$ cat config.mk
export PLATFORM = sky130hd
export DESIGN_NAME = gpio_loopback_inject
export DESIGN_NICKNAME = d
export VERILOG_FILES = /design/src/rtl/gpio_lb_pkg.sv /design/src/rtl/gpio_delay_line.sv /design/src/rtl/gpio_loopback_inject.sv
export SDC_FILE = /design/constraint.sdc
export NUM_CORES = 1
export LEC_CHECK = 0
export CAP_MARGIN = 10
export CORE_MARGIN = 2
export CORE_UTILIZATION = 50
export CTS_BUF_LIST = sky130_fd_sc_hd__clkbuf_4 sky130_fd_sc_hd__clkbuf_8
export CTS_CLUSTER_DIAMETER = 150
export DETAILED_ROUTE_END_ITERATION = 8
export PLACE_DENSITY = 0.76
export SLEW_MARGIN = 20
export SYNTH_ARGS = -nofsm -noshare
export SYNTH_HDL_FRONTEND = slang
export SYNTH_SLANG_ARGS = --single-unit
$ cat constraint.sdc
create_clock -name clk -period 2.4 [get_ports clk]
set_clock_uncertainty 0.2 [all_clocks]
set_input_delay 0.36 -clock clk [delete_from_list [all_inputs] [get_ports clk]]
set_output_delay 0.36 -clock clk [all_outputs]
set_load 0.1 [all_outputs]
$ cat src/rtl/gpio_lb_pkg.sv
// Shared types for the GPIO loopback / fault-injection model.
// Mode encodings match the 2-bit inj_mode pin values.
package gpio_lb_pkg;

  typedef enum logic [1:0] {
    INJ_NONE    = 2'd0,
    INJ_ONESHOT = 2'd1,
    INJ_BURST   = 2'd2,
    INJ_CONT    = 2'd3
  } inj_mode_e;

  typedef enum logic {
    IDLE   = 1'b0,
    ACTIVE = 1'b1
  } inj_state_e;

endpackage

$ cat src/rtl/gpio_delay_line.sv
// Free-running GPIO shift register with a clamped, live-selectable tap.
// The tap re-selects immediately on a delay_sel change; the stages never stall or flush.
module gpio_delay_line #(
  parameter int WIDTH     = 17,
  parameter int MAX_DELAY = 4
) (
  input  logic                           clk,
  input  logic                           reset_n,
  input  logic [WIDTH-1:0]               din,
  input  logic [$clog2(MAX_DELAY+1)-1:0] delay_sel,
  output logic [WIDTH-1:0]               raw
);

  localparam int SEL_W = $clog2(MAX_DELAY + 1);

  logic [WIDTH-1:0] stage [MAX_DELAY];
  logic [SEL_W-1:0] tap;

  always_ff @(posedge clk or negedge reset_n) begin
    if (!reset_n) begin
      for (int unsigned k = 0; k < MAX_DELAY; k++) stage[k] <= '0;
    end else begin
      stage[0] <= din;
      for (int unsigned k = 1; k < MAX_DELAY; k++) stage[k] <= stage[k-1];
    end
  end

  // A select of 0 behaves as 1; anything past the deepest stage uses the deepest stage.
  always_comb begin
    if (delay_sel == '0)
      tap = SEL_W'(1);
    else if (delay_sel > SEL_W'(MAX_DELAY))
      tap = SEL_W'(MAX_DELAY);
    else
      tap = delay_sel;
    raw = '0;
    for (int unsigned k = 0; k < MAX_DELAY; k++) begin
      if (tap == SEL_W'(k + 1)) raw = stage[k];
    end
  end

endmodule

$ cat src/rtl/gpio_loopback_inject.sv
// GPIO loopback with programmable delay and mask-based fault injection
// (one-shot, burst or continuous), plus a saturating corrupted-cycle counter.
module gpio_loopback_inject
  import gpio_lb_pkg::*;
#(
  parameter int WIDTH     = 17,
  parameter int MAX_DELAY = 4,
  parameter int LEN_W     = 8,
  parameter int CNT_W     = 16
) (
  input  logic                           clk,
  input  logic                           reset_n,
  input  logic [WIDTH-1:0]               GPIO_OUT,
  output logic [WIDTH-1:0]               GPIO_IN,
  input  logic [$clog2(MAX_DELAY+1)-1:0] delay_sel,
  input  logic [1:0]                     inj_mode,
  input  logic [WIDTH-1:0]               inj_mask,
  input  logic [LEN_W-1:0]               inj_len,
  input  logic                           inj_start,
  input  logic                           clr_count,
  output logic                           inj_busy,
  output logic [CNT_W-1:0]               inj_count
);

  inj_state_e       state_q, state_d;
  inj_mode_e        mode_q, mode_d, mode_in;
  logic [WIDTH-1:0] mask_q, mask_d;
  logic [LEN_W-1:0] remaining_q, remaining_d;
  logic [WIDTH-1:0] raw;
  logic [CNT_W-1:0] count_q;

  assign mode_in = inj_mode_e'(inj_mode);

  gpio_delay_line #(
    .WIDTH    (WIDTH),
    .MAX_DELAY(MAX_DELAY)
  ) u_delay (
    .clk      (clk),
    .reset_n  (reset_n),
    .din      (GPIO_OUT),
    .delay_sel(delay_sel),
    .raw      (raw)
  );

  always_ff @(posedge clk or negedge reset_n) begin
    if (!reset_n) begin
      state_q     <= IDLE;
      mode_q      <= INJ_NONE;
      mask_q      <= '0;
      remaining_q <= '0;
    end else begin
      state_q     <= state_d;
      mode_q      <= mode_d;
      mask_q      <= mask_d;
      remaining_q <= remaining_d;
    end
  end

  // Abort on a NONE mode input takes priority over the burst countdown.
  always_comb begin
    state_d     = state_q;
    mode_d      = mode_q;
    mask_d      = mask_q;
    remaining_d = remaining_q;
    case (state_q)
      IDLE: begin
        if (inj_start && mode_in != INJ_NONE) begin
          state_d = ACTIVE;
          mode_d  = mode_in;
          mask_d  = inj_mask;
          case (mode_in)
            INJ_ONESHOT: remaining_d = LEN_W'(1);
            INJ_BURST:   remaining_d = (inj_len == '0) ? LEN_W'(1) : inj_len;
            default:     remaining_d = '0;
          endcase
        end
      end
      ACTIVE: begin
        if (mode_in == INJ_NONE) begin
          state_d     = IDLE;
          remaining_d = '0;
        end else if (mode_q != INJ_CONT) begin
          if (remaining_q == LEN_W'(1)) state_d = IDLE;
          remaining_d = remaining_q - LEN_W'(1);
        end
      end
      default: state_d = IDLE;
    endcase
  end

  assign inj_busy = (state_q == ACTIVE);
  assign GPIO_IN  = raw ^ (inj_busy ? mask_q : '0);

  always_ff @(posedge clk or negedge reset_n) begin
    if (!reset_n) begin
      count_q <= '0;
    end else if (clr_count) begin
      count_q <= '0;
    end else if (inj_busy && mask_q != '0 && count_q != '1) begin
      count_q <= count_q + CNT_W'(1);
    end
  end

  assign inj_count = count_q;

endmodule

### Word level (Yosys, flattened, before mapping)

Index checks and enable logic that the tools add are counted.

| storage, ports and cells | value |
|---|---|
| register bits | 112 |
| bits of input ports | 51 |
| output and inout bits | 34 |
| word-level logic and storage cells | 56 |

| cells by class | value |
|---|---|
| $add $sub $neg | 2 |
| order comparisons | 1 |
| equality and inequality tests | 11 |
| muxes and demuxes | 20 |
| bitwise gates (word level) | 2 |
| reduce and logical (&&, ||, !) cells | 11 |

Operators with widths:

| kind | count |
|---|---|
| $mux 17 | 5 |
| $mux 16 | 2 |
| $mux 8 | 4 |
| $pmux 8 s2 | 2 |
| $reduce_bool 17->1 | 1 |
| $xor 17x17->17 | 1 |
| $add 16x1->16 const B | 1 |
| $ne 16x16->1 const B | 1 |
| $eq 8x1->1 const B | 1 |
| $logic_not 8->1 | 1 |
| $sub 8x1->8 const B | 1 |
| $eq 3x2->1 const B | 2 |
| $mux 3 | 2 |
| $mux 1 | 4 |
| $ne 2x2->1 const B | 2 |
| $reduce_and 2->1 | 2 |
| $reduce_bool 2->1 | 2 |
| $eq 3x1->1 const B | 1 |
| $eq 3x3->1 const B | 1 |
| $gt 3x3->1 const B | 1 |
| $logic_and 1x1->1 | 3 |
| $logic_not 3->1 | 1 |
| $ne 3x1->1 const B | 1 |
| $eq 2x1->1 const B | 1 |
| 4 further kinds | 4 |

### Depth between registers and ports, before layout

Gate-level depths: netlist (run 1).

| logic depth | value |
|---|---|
| word-level depth | 9 |
| depth in mapped cells | 8 |
| gate-level depth less buffers | 6 |

### By module

From an unflattened synthesis (run 1), not the netlist that was laid out.

| second synthesis, totals | value |
|---|---|
| cell total of the unflattened synthesis | 406 |
| area total of the unflattened synthesis | 4865.9 um2 |

Modules (own cells, without submodules):

| module | instances | cells an instance | area an instance (um2) |
|---|---|---|---|
| gpio_loopback_inject | 1 | 260 | 2563.7 |
| gpio_delay_line | 1 | 146 | 2302.2 |

### Worst setup path before layout (run 1)

OpenSTA, ideal clock, no wires.

| timing | value |
|---|---|
| path type | flip-flop to output port |
| start | reg state_q, in the netlist inj_busy |
| end | out GPIO_IN[10] |
| arrival time | 3.131 ns |
| slack | -1.291 ns |
| cell stages (with the launch flop) | 5 |
| path through | dfrtp_1 clkbuf_1 clkbuf_1 nand2_1 xor2_1 |

| between the ends | value |
|---|---|
| word-level cells in the longest chain between the ends | 2 |

Ends and longest elaborated chain:

| what | RTL line | RTL |
|---|---|---|
| start, declared | gpio_loopback_inject.sv:25 | `inj_state_e state_q, state_d;` |
| start signal, assigned | gpio_loopback_inject.sv:52 | `state_q <= state_d;` |
| $mux 17 | gpio_loopback_inject.sv:92 | `assign GPIO_IN = raw ^ (inj_busy ? mask_q : '0);` |
| $xor 17x17->17 | gpio_loopback_inject.sv:92 |  |
| end, declared | gpio_loopback_inject.sv:14 | `output logic [WIDTH-1:0] GPIO_IN,` |

Every way passes these cells.

### Final worst setup path (run 1)

| timing | value |
|---|---|
| start | in delay_sel[0] |
| end | out GPIO_IN[14] |

| between the ends | value |
|---|---|
| word-level cells in the longest chain between the ends | 9 |
| elaborated cells on any way between the ends | 13 |
| those cells by class | order compare (1); eq/ne (4); mux (6); bitwise (1); reduce/logical (1) |

Ends and longest elaborated chain:

| what | RTL line | RTL |
|---|---|---|
| start, declared | gpio_loopback_inject.sv:15 | `input logic [$clog2(MAX_DELAY+1)-1:0] delay_sel,` |
| $gt 3x3->1 | gpio_delay_line.sv:32 | `else if (delay_sel > SEL_W'(MAX_DELAY))` |
| $mux 3 | gpio_delay_line.sv:32 |  |
| $mux 3 * | gpio_delay_line.sv:30 | `if (delay_sel == '0)` |
| $eq 3x1->1 | gpio_delay_line.sv:38 | `if (tap == SEL_W'(k + 1)) raw = stage[k];` |
| $mux 17 (3 in a row) | gpio_delay_line.sv:38 |  |
| $mux 17 * | gpio_delay_line.sv:38 |  |
| $xor 17x17->17 * | gpio_loopback_inject.sv:92 |  |

Mark *: on every way between the ends. The rest lies on a longest branch, timed or not.

==> results of run 1 <==
-- cell type report --
class                           instances  area [sq um]  share of cell area, %
Tap cell                              111           139                   2.09
Timing Repair Buffer                  109          1280                   19.3
Clock inverter                          6          83.8                   1.26
Sequential cell                       112          2820                   42.6
Multi-Input combinational cell        252          2130                   32.1
Inverter                                9          33.8                  0.510
Clock buffer                           10           138                   2.08
-- metrics by stage --
| stage | instances | util (%) | worst slack [ns] | TNS, ns |
|---|---|---|---|---|
| floorplan | 395 | - | 0.00602 | 0 |
| global placement | 589 | 68.3 | -0.164 | -2.29 |
| detailed placement | 589 | 68.3 | -0.236 | -3.05 |
| CTS | 609 | 72.1 | 0.0162 | 0 |
| global route | 609 | 72.4 | -0.0681 | -0.183 |
| finish | 609 | 72.4 | -0.0219 | -0.0219 |
-- flip-flops by register name, indices dropped and copies added (netlist names) --
name and cells:
inj_busy 1, inj_count 16, mask_q 17, u_delay.stage 68, remaining_q 8, mode_q 2
-- power groups by stage --
stage	clock [mW]	combinational (mW)	sequential (mW)
6_report	1.21	3.86	2.47
2_1_floorplan	0	2.54	2.55
3_3_place_gp	0	3.78	2.48
3_5_place_dp	0	3.82	2.50
4_1_cts	1.24	3.87	2.46
5_1_grt	1.31	4.05	2.51
-- synth_stat cells, types with 7 or more instances --
master,n
nor2_1,27
o21ai_0,13
inv_1,9
nand2_1,26
xor2_1,18
mux2_2,19
a211oi_1,18
clkbuf_1,16
mux2i_1,18
dfrtp_1,112
a21oi_1,29
o21ai_1,9
or3_1,7
-- layout by cell type (no fill, tap or decap), types with 4 or more instances in the layout --
cell,count
a211oi_2,7
or3_1,7
nor2_1,27
nand4_1,5
nand2_1,26
dfrtp_1,97
a21oi_2,16
o21ai_0,13
inv_1,9
a22oi_1,4
clkdlybuf4s50_1,46
or3_2,4
o21ai_1,9
a211oi_1,11
mux2_2,19
mux2i_1,15
ha_1,6
clkbuf_8,10
buf_12,21
buf_4,35
nor4_1,6
dfrtp_2,14
a21oi_1,19
xor2_4,17
-- what timing repair did --
action / in CTS / in global routing
gates resized for setup: 8 / 8
cloned: 3 / 0
endpoints found under the setup margin: 17 / 13
pin swaps: 1 / 5
buffers inserted: 0 / 0
hold endpoints to repair: 34 / 0
hold buffers: 1 / 0
-- kinds of logic after synthesis --
| kind of cell | count (synthesis) | synth area share, % |
|---|---|---|
| buffers and inverters | 31 | 3.21 |
| XOR/XNOR | 18 | 3.37 |
| AO/OA/AOI/OAI | 92 | 12.3 |
| AND/OR/NAND/NOR | 98 | 10.8 |
| flip-flops | 112 | 59.9 |
| adder cells (fa/ha/maj) | 6 | 1.61 |
| multiplexers | 38 | 8.75 |
-- worst max-delay path, cell delays in order --
cell and delay, ns:
clkdlybuf4s15_2 0.23, bufbuf_16 0.29, mux2i_2 0.23, a211oi_2 0.11
a21oi_2 0.24, xor2_4 0.20, buf_12 0.19
-- worst max-delay path by stage --
| stage | depth (start not counted) | slack, ns | start | to |
|---|---|---|---|---|
| after detailed placement | 8 | -0.24 | delay_sel[0] | GPIO_IN[16] |
| after floorplan | 8 | 0.006 | inj_count[0]$_DFFE_PN0P_ | inj_count[1]$_DFFE_PN0P_ |
| final | 7 | -0.02 | delay_sel[0] | GPIO_IN[14] |
| after global routing | 7 | -0.07 | delay_sel[0] | GPIO_IN[14] |
| after CTS | 7 | 0.02 | delay_sel[0] | GPIO_IN[6] |
| after global placement | 7 | -0.16 | delay_sel[0] | GPIO_IN[13] |
-- layer usage --
| metal | routed length, um | vias to the layer above | share of wire (%) | global-route usage (%) |
|---|---|---|---|---|
| met4 | 98 | 0 | 0.92 | 5.37 |
| met3 | 498 | 7 | 4.7 | 4.99 |
| met1 | 4530 | 1694 | 43 | 29.5 |
| met2 | 5470 | 74 | 52 | 38.9 |
| li1 | - | 1586 | - | - |
| met5 | 0 | - | 0 | 0 |
==> metrics.md, run 1 <==
| Metric | Value |
|---|---|
| Filler cells | approximately 630 |
| Tightest Pin Transition | about 0.53 ns |
| CTS Buffer Depth | 2 |
| First-pass GRT wire length | 17600 um |
| Worst hold path class | reg2reg |
| R2r setup slk | roughly 0.15 ns |
| Via count | between 3000 and 4000 |
| Final WS setup | -0.0219 ns |
| Leak | approximately 2.7 nW |
| CP endpoint kind | output port |
| Clock root buffer | clkbuf_8 |
| Post-route ant nets | 0 |
| Post-Syn Instances | around 400 |
| Design Power | ~7.5 mW |
| Ant diodes | 0 |
| Final WL | roughly 11000 um |
| Status | finished, violations left |
| Synth top area share | ~60% |
| Die H | 101 um |
| First-pass DRT Iterations | 5 |
| Clock buffer count from CTS | 9 |
| Die X | ~100 um |
| Vias in the first global route | between 3000 and 4000 |
| Sequential element share of the synthesized area | between 50 and 60% |
| RSZ-0062 raised after global routing | yes |
| Logic pwr share | 51.2% |
| Hold Vio Cnt, Final | 0 |
| Area delta synth->final | 41.8% |
| Share of cells above drive strength 1 | around 34% |
| Final Instance Area | approximately 6600 sq um |
| Failing checks | negative setup slack |
| Antenna violations before repair | 0 |
| Critical path class | in2out |
| Main synth FF type | dfrtp_1 |
| Clk_lat worst skew | between 0.3 and 0.4 ns |
| Sequential share of power | between 30% and 40% |
| Clock slew at reported path FFs | ~0.11 ns |
| Clk sinks | ~110 |
| Post-synth cell types | 47 |
| Critical Path Start Type | input pin |
| Slew Viols, Final | 0 |
| Vias/cell | approximately 5.5 |
| Max frequency | 0.413 GHz |
| Synth warn | 0 |
| Crit path DAT | about 1.9 ns |
| R2r worst-path depth | 7 |
| Net switching power | around 3.4 mW |
| Post-layout min period | 2.42 ns |
| H-Tree Depth | 3 |
| Post-synth EDFFs | 0 |
| Net Count, Synth | 452 |
| Final hold slack | 0.184 ns |
| Placed inst area | 6250 sq um |
| Hold path depth | 0 |
| Max IR drop VDD | approximately 810 uV |
| Nets | 550 |
| Synth async-reset ratio | 100% |
| Slew headroom | between 60 and 70% |
| HP Start | u_delay.stage[42]$_DFF_PN0_ |
| Pwr Density | 1140 nW/um^2 |
| I/O pin total | 85 |
| Final setup vio count | 1 |
| Largest net degree at the start of global routing | 47 |
| Synthesis-stage register bit count | between 100 and 150 |
| Initial Util | roughly half |
| Worst-path fanout max | 8 |
| DRC | 0 |
| Total GRT Usage | between 20% and 30% |
| Grt total ovfl | 0 |
| Maxcap violations | 0 |
| Synth Cell Area | approximately 4700 sq um |
| IO Port Bufs | 84 |
| WHS Endpoint | u_delay.stage[25]$_DFF_PN0_ |
| Dpl hpwl | about 7000 um |
| Total core area | 9150 sq um |
| Worst EP required | between 1.5 and 2 ns |
| Clock power share | 16.1% |
| GPL Wtd Cong | 0.861 |
| Sw Share | between 40% and 50% |
| Cell internal pwr | slightly above 4 mW |
| Wire per inst | 17.4 um |
| Die footprint | 10100 sq um |
| Synth area leader | dfrtp_1 |
| Reg-to-reg endpoint | inj_count[13]$_DFFE_PN0P_ |
| 1st-iter DRT viols | 93 |
| FP Rows | 35 |
| Average cell area after synthesis | ~12 sq um |
| Synth area leaders | dfrtp_1, mux2_2, mux2i_1 |
| Worst r2r src | inj_count[0]$_DFFE_PN0P_ |
| Fin crit share | 101% |
| CTS tree | yes |
No activity file was read; power rests on OpenSTA's default activity.
==> run 2, diff against run 1 <==
--- a/config.mk
+++ b/config.mk
@@ -6,7 +6,7 @@
 export NUM_CORES = 1
 export LEC_CHECK = 0
 export CAP_MARGIN = 10
-export CORE_MARGIN = 2
+export CORE_MARGIN = 1
 export CORE_UTILIZATION = 50
 export CTS_BUF_LIST = sky130_fd_sc_hd__clkbuf_4 sky130_fd_sc_hd__clkbuf_8
 export CTS_CLUSTER_DIAMETER = 150
==> run 2 against run 1 <==
The run now ends clean; via count increased by 1.5%; utilization grew 2.3 points; non-clock buffer count unchanged; clock power shrank 9%; sequential cell count is the same; critical path type unchanged; largest power group unchanged.
==> metrics.md, run 2 (synthesis results as in run 1) <==
| Metric | Value |
|---|---|
| Status | completed |
| Post-layout min period | 2.35 ns (-0.0692 ns) |
| Cell internal pwr | 4.06 mW (-2.4%) |
| Most frequent cells in the layout | dfrtp_1, clkdlybuf4s50_1, buf_4 |
| Fin crit share | 98.0% (-2.9 points) |
| CTS tree | yes |
| Placed Cells | 586 (-0.51%) |
| Tightest Pin Transition | 0.806 ns (+0.276 ns) |
| 1st-iter DRT viols | 107 (+15%) |
| Nets | 550 (unchanged) |
| IO Port Bufs | 84 (unchanged) |
| Vias/cell | 5.63 (+2.0%) |
| GPL Wtd Cong | 0.868 (+0.81%) |
| Pre-CTS setup slack | -0.237 ns (-0.00164 ns) |
| Final WS setup | 0.0473 ns (+0.0692 ns) |
| Dpl hpwl | 6890 um (-2.2%) |
| Post-route ant nets | 0 (unchanged) |
| Final WL | 10600 um (+0.27%) |
| Initial Util | 52.6% (+1.5 points) |
| Most common cell after layout, fill and taps aside | dfrtp_1 |
| Largest net degree at the start of global routing | 41 (-13%) |
| Clk sinks | 112 (unchanged) |
| Die footprint | 9740 sq um (-3.9%) |
| Vias in the first global route | 3436 (-4.4%) |
| FP Rows | 34 (-2.9%) |
| First-pass GRT wire length | 17100 um (-3.2%) |
| Critical Path Start Type | input pin |
| Sequential share of power | 33.2% (+0.5 points) |
| Filler cells | 610 (-2.9%) |
| Via count | 3412 (+1.5%) |
| Antenna violations before repair | 0 (unchanged) |
| Clock root buffer | clkbuf_8 |
| Max IR drop VDD | 1020 uV (+26%) |
| Worst EP required | 1.84 ns (about the same) |
| Worst-path fanout max | 16 (+8) |
| Area delta synth->final | 42.2% |
| Die H | 98.7 um (-2.0%) |
| Sw Share | 45.4% (+0.50 points) |
| CTS Buffer Depth | 2 (unchanged) |
| I/O pin total | 85 (unchanged) |
| Grt total ovfl | 0 (unchanged) |
| DRC | 0 (unchanged) |
| Design Power | 7.43 mW (-1.5%) |
| Total core area | 8890 sq um (-2.9%) |
| Hold Vio Cnt, Final | 0 (unchanged) |
| Ant diodes | 0 (unchanged) |
| Pwr Density | 1120 nW/um^2 (-1.8%) |
| Max frequency | 0.425 GHz (+2.9%) |
| First-pass DRT Iterations | 4 (-1) |
| Final std cells w/o fill | 606 (-0.49%) |
| Final hold slack | 0.188 ns (+0.00353 ns) |
| Fin util | 74.8% (+2.3 points) |
| Worst hold path class | reg2reg |
| Clock power share | 14.8% (-1.3 points) |
| Clock buffer count from CTS | 9 (unchanged) |
| Final setup vio count | 0 (-1) |
| Maxcap violations | 0 (unchanged) |
| Die X | 98.7 um (-2.0%) |
| Wire per inst | 17.5 um (+0.77%) |
| Leak | 2.73 nW (about the same) |
| Largest register by flop count | u_delay.stage |
| Net switching power | 3.37 mW (-0.44%) |
| Slew Viols, Final | 0 (unchanged) |
| Critical path class | in2out |
| H-Tree Depth | 3 (unchanged) |
| Share of cells above drive strength 1 | 33.1% (-0.40 points) |
| CP endpoint kind | output port |
| Max reg flops | 68 (unchanged) |
| RSZ-0062 raised after global routing | yes |
| Placed inst area | 6290 sq um (+0.54%) |
| Setup TNS | 0 ns (+0.0219 ns) |
| Clock slew at reported path FFs | 0.11 ns (about the same) |
| Crit path DAT | 1.79 ns (-0.07 ns) |
| Logic pwr share | 52.0% (+0.8 points) |
| Final Instance Area | 6650 sq um (+0.28%) |
| Total GRT Usage | 22.8% (+0.17 points) |
| Clk_lat worst skew | 0.36 ns (about the same) |
| Slew headroom | 46.0% (-18 points) |
[run 2: cell type report]
type,instances,area (sq um),share of cell area (%)
clock buffers,10,138,2.07
well taps,108,135,2.03
repair buffers,109,1310,19.8
clock inverters,6,61.3,0.922
multi-input cells,252,2140,32.2
flip-flops and latches,112,2820,42.5
inverters,9,33.8,0.508
[run 2: path summary, 6_finish.rpt]
kind                       cells past startpoint  slack, ns                     endpoint                   startpoint
hold reg to reg                                0       0.19  u_delay.stage[11]$_DFF_PN0_  u_delay.stage[28]$_DFF_PN0_
setup / recovery                               7       0.05                  GPIO_IN[14]                 delay_sel[1]
min in group asynchronous                      2       0.29   remaining_q[5]$_DFFE_PN0P_                      reset_n
hold / removal                                 0       0.19  u_delay.stage[11]$_DFF_PN0_  u_delay.stage[28]$_DFF_PN0_
setup reg to reg                               7       0.24    inj_count[11]$_DFFE_PN0P_     inj_count[0]$_DFFE_PN0P_
max in group asynchronous                      3       1.11  u_delay.stage[29]$_DFF_PN0_                      reset_n
[run 2: repair_timing]
| action | 4_1_cts | 5_1_grt |
|---|---|---|
| buffers inserted | 0 | 0 |
| gates resized for setup | 4 | 12 |
| endpoints found under the hold margin | 35 | 0 |
| endpoints found under the setup margin | 17 | 15 |
| cloned | 2 | 1 |
| pin swaps | 0 | 3 |
| hold buffers | 1 | 0 |
[run 2: metal layers]
metal | GRT usage [%] | routed length [um] | vias up
met3 | 4.68 | 412 | 11
met4 | 5.74 | 124 | 0
li1 | - | - | 1582
met1 | 29.9 | 4750 | 1706
met5 | 0 | 0 | -
met2 | 39.2 | 5330 | 113
[run 2: power by group through the flow]
| stage | Clock (mW) | Combinational (mW) | Sequential [mW] |
|---|---|---|---|
| after floorplan | 0 | 2.54 | 2.55 |
| after global placement | 0 | 3.79 | 2.49 |
| after detailed placement | 0 | 3.83 | 2.50 |
| after CTS | 1.13 | 3.86 | 2.46 |
| after global routing | 1.19 | 4.04 | 2.51 |
| final | 1.10 | 3.86 | 2.47 |
[run 2: critical path, stage by stage]
cell           delay, ns
dlygate4sd2_1       0.29
bufbuf_16           0.33
nor2_1              0.06
a211oi_1            0.26
a21oi_2             0.11
xor2_4              0.20
buf_12              0.19
